**config.mk**
```make
export PLATFORM = sky130hd
export DESIGN_NAME = neuron_mac_unit
export DESIGN_NICKNAME = d
export VERILOG_FILES = /design/src/rtl/neuron_mac_unit.sv
export SDC_FILE = /design/constraint.sdc
export NUM_CORES = 1
export LEC_CHECK = 0
export CAP_MARGIN = 20
export CORE_AREA = 8 8 205 207
export DETAILED_ROUTE_END_ITERATION = 16
export DIE_AREA = 0 0 213 215
export GPL_TIMING_DRIVEN = 0
export PLACE_DENSITY_LB_ADDON = 0.2
export SETUP_SLACK_MARGIN = 0.3
export SLEW_MARGIN = 15
export SYNTH_ARGS = -nofsm -noshare
export SYNTH_HDL_FRONTEND = slang
export SYNTH_SLANG_ARGS = --single-unit
```
**constraint.sdc**
```tcl
create_clock -name CLK -period 8.4 [get_ports CLK]
set_clock_uncertainty 0.1 [all_clocks]
set_input_delay 2.52 -clock CLK [delete_from_list [all_inputs] [get_ports CLK]]
set_output_delay 2.52 -clock CLK [all_outputs]
set_load 0.02 [all_outputs]
```
**src/rtl/neuron_mac_unit.sv**
```systemverilog
// neuron_mac_unit: sequences a weight/activation read, accumulates the dot product, adds bias, applies ReLU and saturates to Q8.8
module neuron_mac_unit #(
  parameter int N_IN   = 28,
  parameter int ADDR_W = 5,
  parameter int DATA_W = 16,
  parameter int FRAC   = 8,
  parameter int ACC_W  = 40,
  parameter bit RELU   = 1
) (
  input  logic                     CLK,
  input  logic                     RSTN,
  input  logic                     START,
  input  logic signed [DATA_W-1:0] BIAS,
  output logic        [ADDR_W-1:0] ADDR,
  output logic                     EN,
  input  logic signed [DATA_W-1:0] W_DO,
  input  logic signed [DATA_W-1:0] X_DO,
  output logic signed [DATA_W-1:0] Y,
  output logic                     Y_VALID,
  input  logic                     Y_READY,
  output logic                     BUSY
);
  typedef enum logic [1:0] {IDLE, RUN, FINISH, DONE} state_t;
  localparam logic signed [ACC_W-1:0] Y_MAX = {{(ACC_W-DATA_W+1){1'b0}}, {(DATA_W-1){1'b1}}};
  localparam logic signed [ACC_W-1:0] Y_MIN = {{(ACC_W-DATA_W+1){1'b1}}, {(DATA_W-1){1'b0}}};
  state_t state, state_n;
  logic signed [2*DATA_W-1:0] prod;
  logic signed [ACC_W-1:0] acc, prod_x, sum, res;
  logic signed [DATA_W-1:0] bias_q, y_n;
  logic last;
  assign last = ADDR == ADDR_W'(N_IN-1);
  assign prod = W_DO * X_DO;
  assign prod_x = ACC_W'(prod);
  assign sum = acc + (ACC_W'(bias_q) <<< FRAC);
  assign res = sum >>> FRAC;
  // ReLU then clamp into the signed output range
  always_comb
    y_n = (RELU && res < 0) ? '0 :
          (res > Y_MAX) ? Y_MAX[DATA_W-1:0] :
          (res < Y_MIN) ? Y_MIN[DATA_W-1:0] : res[DATA_W-1:0];
  // state register
  always_ff @(posedge CLK or negedge RSTN)
    if (!RSTN) state <= IDLE;
    else state <= state_n;
  // next-state logic
  always_comb
    case (state)
      IDLE:    state_n = START ? RUN : IDLE;
      RUN:     state_n = last ? FINISH : RUN;
      FINISH:  state_n = DONE;
      default: state_n = Y_READY ? IDLE : DONE;
    endcase
  // outputs decoded from state
  always_comb BUSY = state != IDLE;
  // address/enable sequencing, accumulation and result register
  always_ff @(posedge CLK or negedge RSTN)
    if (!RSTN) begin
      ADDR <= '0;
      EN <= 1'b0;
      acc <= '0;
      bias_q <= '0;
      Y <= '0;
      Y_VALID <= 1'b0;
    end else
      case (state)
        IDLE:
          if (START) begin
            ADDR <= '0;
            EN <= 1'b1;
            acc <= '0;
            bias_q <= BIAS;
          end
        RUN: begin
          acc <= acc + prod_x;
          ADDR <= last ? '0 : ADDR + 1'b1;
          if (last) EN <= 1'b0;
        end
        FINISH: begin
          Y <= y_n;
          Y_VALID <= 1'b1;
        end
        default:
          if (Y_READY) Y_VALID <= 1'b0;
      endcase
endmodule

```
==> qor.csv <==
stage,metric,value,unit
run_status,status,finished clean,
floorplan,I/O Pins,76,
floorplan,die area,45800,sq um
logic_synthesis,Yosys top cell area share,38.4,%
route,DRC Markers,0,
floorplan,Die Span Y,215,um
logic_synthesis,synth cell count leaders,"inv_1 (418), fa_1 (331), nand2_1 (261)",
route,drt first pass iters,5,
global_routing,gr ovfl total,0,
global_routing,largest net degree at the start of global routing,51,
logic_synthesis,area share of fa/ha/maj cells after synthesis,49.1,%
final_layout,share of cells above drive strength 1,12.8,%
sta,fin crit share,99.3,%
worst_setup_path,r2r startpoint,acc[15],
worst_setup_path,kind of critical path,in -> reg,
floorplan,Rows,73,
worst_setup_path,R2R Setup Slk,2.91,ns
worst_setup_path,Startpoint Class,input pin,
logic_synthesis,Mapped Avg Cell Area,8.96,sq um
worst_setup_path,worst flop-to-flop path endpoint,acc[36],
worst_setup_path,Worst setup EP type,register,
sta,fin. max-slew vios,0,
logic_synthesis,Synth Net Count,2455,
clock_network,"Clk Latency, worst-skew pair",0.35,ns
route,1st-iter DRT viols,790,
worst_hold_path,Worst Hold Class,reg -> reg,
placed_design,pre-CTS setup slack,-1.49,ns
logic_synthesis,top area cells in the synthesized netlist,"fa_1 (38%), dfrtp_1 (12%), ha_1 (11%), inv_1 (9.1%), nand2_1 (5.7%)",
global_routing,initial antenna violation count,0,
placed_design,gp weighted congestion,0.905,
clock_network,CTS Buffer Depth,2,
final_layout,fillers,3712,
worst_setup_path,crit-path max FO,5,
clock_network,CTS tree,done,
route,DR vias/cell,5.30,
final_layout,Antenna diodes,0,
global_routing,Tot GR Track Use,22.1,%
route,DRT antenna net count,0,
clock_network,htree depth,3,
worst_hold_path,hold endpoint,bias_q[3],
logic_synthesis,fraction of the mapped netlist area in simple logic gates,14.3,%
sta,setup violators final,0,
final_layout,Syn-to-layout area delta,18.9,%
job,Max-Cap Viols,0,
sta,RSZ-0062 raised after global routing,true,
worst_hold_path,hold_sp,bias_q[3],
clock_network,hold_buf cts,0,
worst_setup_path,Worst EP arrival,8.48,ns
final_layout,Layout Utilization,52.6,%
sta,setup tns final,0,ns
floorplan,Die Width,213,um
sta,crit path time final,8.34,ns
floorplan,Initial Util,44.2,%
worst_hold_path,Min-Delay Path Depth,2,
logic_synthesis,post-synthesis compound-gate area fraction,11.1,%
final_layout,area occupied by multi-input gates,14000,sq um
placed_design,hpwl dp,39.6,mm
sta,final hold vios,0,
logic_synthesis,xor and xnor area share after synthesis,2.94,%
worst_setup_path,reg2reg path depth,20,
route,DR WL/cell,18.4,um
clock_network,Num CTS Buffers,9,
sta,smallest setup slack after layout,0.0624,ns
route,final wirelength,47.9,mm
logic_synthesis,"flops & latches, synth",81,
logic_synthesis,dominant synthesized flop cell,dfrtp_1,
logic_synthesis,Yosys cell types,64,
placed_design,Port Buffers,75,
clock_network,Num Clock Sinks,81,
global_routing,number of global-route vias before repair,15149,
final_layout,nets,2600,
sta,Max Clk Rate,120,MHz
clock_network,root buffer cell,clkbuf_16,
worst_setup_path,Critical Path RT,8.54,ns
floorplan,Core Region,39000,sq um
logic_synthesis,Mapped Cells,1925,
logic_synthesis,"FFs w/ async S/R, synth",100,%
logic_synthesis,cell area after synthesis,17300,sq um
clock_network,"Reg clk slew, reported paths",0.06,ns
sta,Max transition margin,47.4,%
logic_synthesis,largest family of logic cells by synthesized area,adder cells,
logic_synthesis,YS warnings,0,
global_routing,first-pass GRT wire length,80.1,mm
route,Via Count,13781,
logic_synthesis,register area share after synthesis,11.7,%
logic_synthesis,multiplexer share of the synthesized area,0.181,%
final_layout,FF+latch area,2030,sq um
logic_synthesis,number of enable flip-flop cells after synthesis,0,
logic_synthesis,"count leader, synth",inv_1,
sta,worst slew pin tran,0.789,ns
logic_synthesis,Synth area leader,fa_1,
-- through the flow --
stage / std cells / hold WS (ns) / area [sq um]
detailed placement: 2526 / 0.372 / 18900
global placement: 2525 / 0.366 / 18900
CTS: 2582 / 0.388 / 20100
global route: 2599 / 0.410 / 20500
floorplan: 1925 / 0.350 / 17400
finish: 2599 / 0.385 / 20500
-- worst max path at each step --
stage                  from       to  cells past startpoint
floorplan           X_DO[3]  acc[36]                     23
global placement    W_DO[6]  acc[36]                     24
detailed placement  W_DO[6]  acc[36]                     22
CTS                 X_DO[3]  acc[36]                     25
global route        X_DO[1]  acc[36]                     26
finish              X_DO[5]  acc[36]                     25
-- state kept, by name (all words and copies together) (netlist names) --
signal and count:
EN 1, Y_VALID 1, state 2, ADDR 5
bias_q 16, acc 40, Y 16
-- layout by cell type (no fill, tap or decap), drive strengths merged, types with 13 or more instances in the layout --
master         count
xor2              31
clkdlybuf4s50     42
buf               98
fa               331
ha               147
xnor2             27
nand2            261
inv              417
clkbuf            68
a21oi             67
a21o              29
dfrtp             81
o221a             15
nor2              53
o21ai             93
o211ai            15
and2             118
a31oi             14
nor3              13
a211oi            18
nand3             33
-- layer usage --
metal	part of all wire [%]	global-route usage, %
met2	51	38.3
met3	5.0	3.29
met4	2.6	5.96
met1	41	28.2
met5	0	0
-- area by class of cell --
class,count,area share [%]
buffer,68,3.43
clock buffer,11,1.13
clock inverter,4,0.268
inverter,418,7.70
multi-input combinational,1358,68.3
sequential,81,9.88
tap,525,3.20
timing repair buffer,133,6.10
timing repair inverter,1,0.0244
-- cell families after synthesis --
group	count (synthesis)
compound gates	295
buf+inv	486
xor+xnor	58
flops	81
mux	3
simple gates	524
fa+ha+maj	478
-- timing repair --
item,CTS,global route
pin swaps,44,49
endpoints found under the setup margin,29,20
cloned,2,0
setup buffers,39,17
gates resized for setup,317,104
-- critical path, stage by stage --
cell      delay, ns
buf_12         0.10
clkbuf_8       0.14
buf_6          0.13
and2_1         0.15
fa_1           0.48
fa_1           0.51
inv_1          0.05
fa_1           0.50
inv_1          0.05
fa_1           0.50
fa_1           0.53
inv_1          0.05
fa_1           0.47
inv_1          0.06
ha_4           0.24
a21oi_4        0.17
o21ai_4        0.09
nor3_2         0.20
o211ai_1       0.11
buf_4          0.18
a311oi_4       0.34
o21ai_2        0.12
a41o_1         0.21
or3_1          0.32
a31o_2         0.24
Power is not shown: default switching activity piles up to over one toggle a cycle in this logic, so the estimate is an artifact.
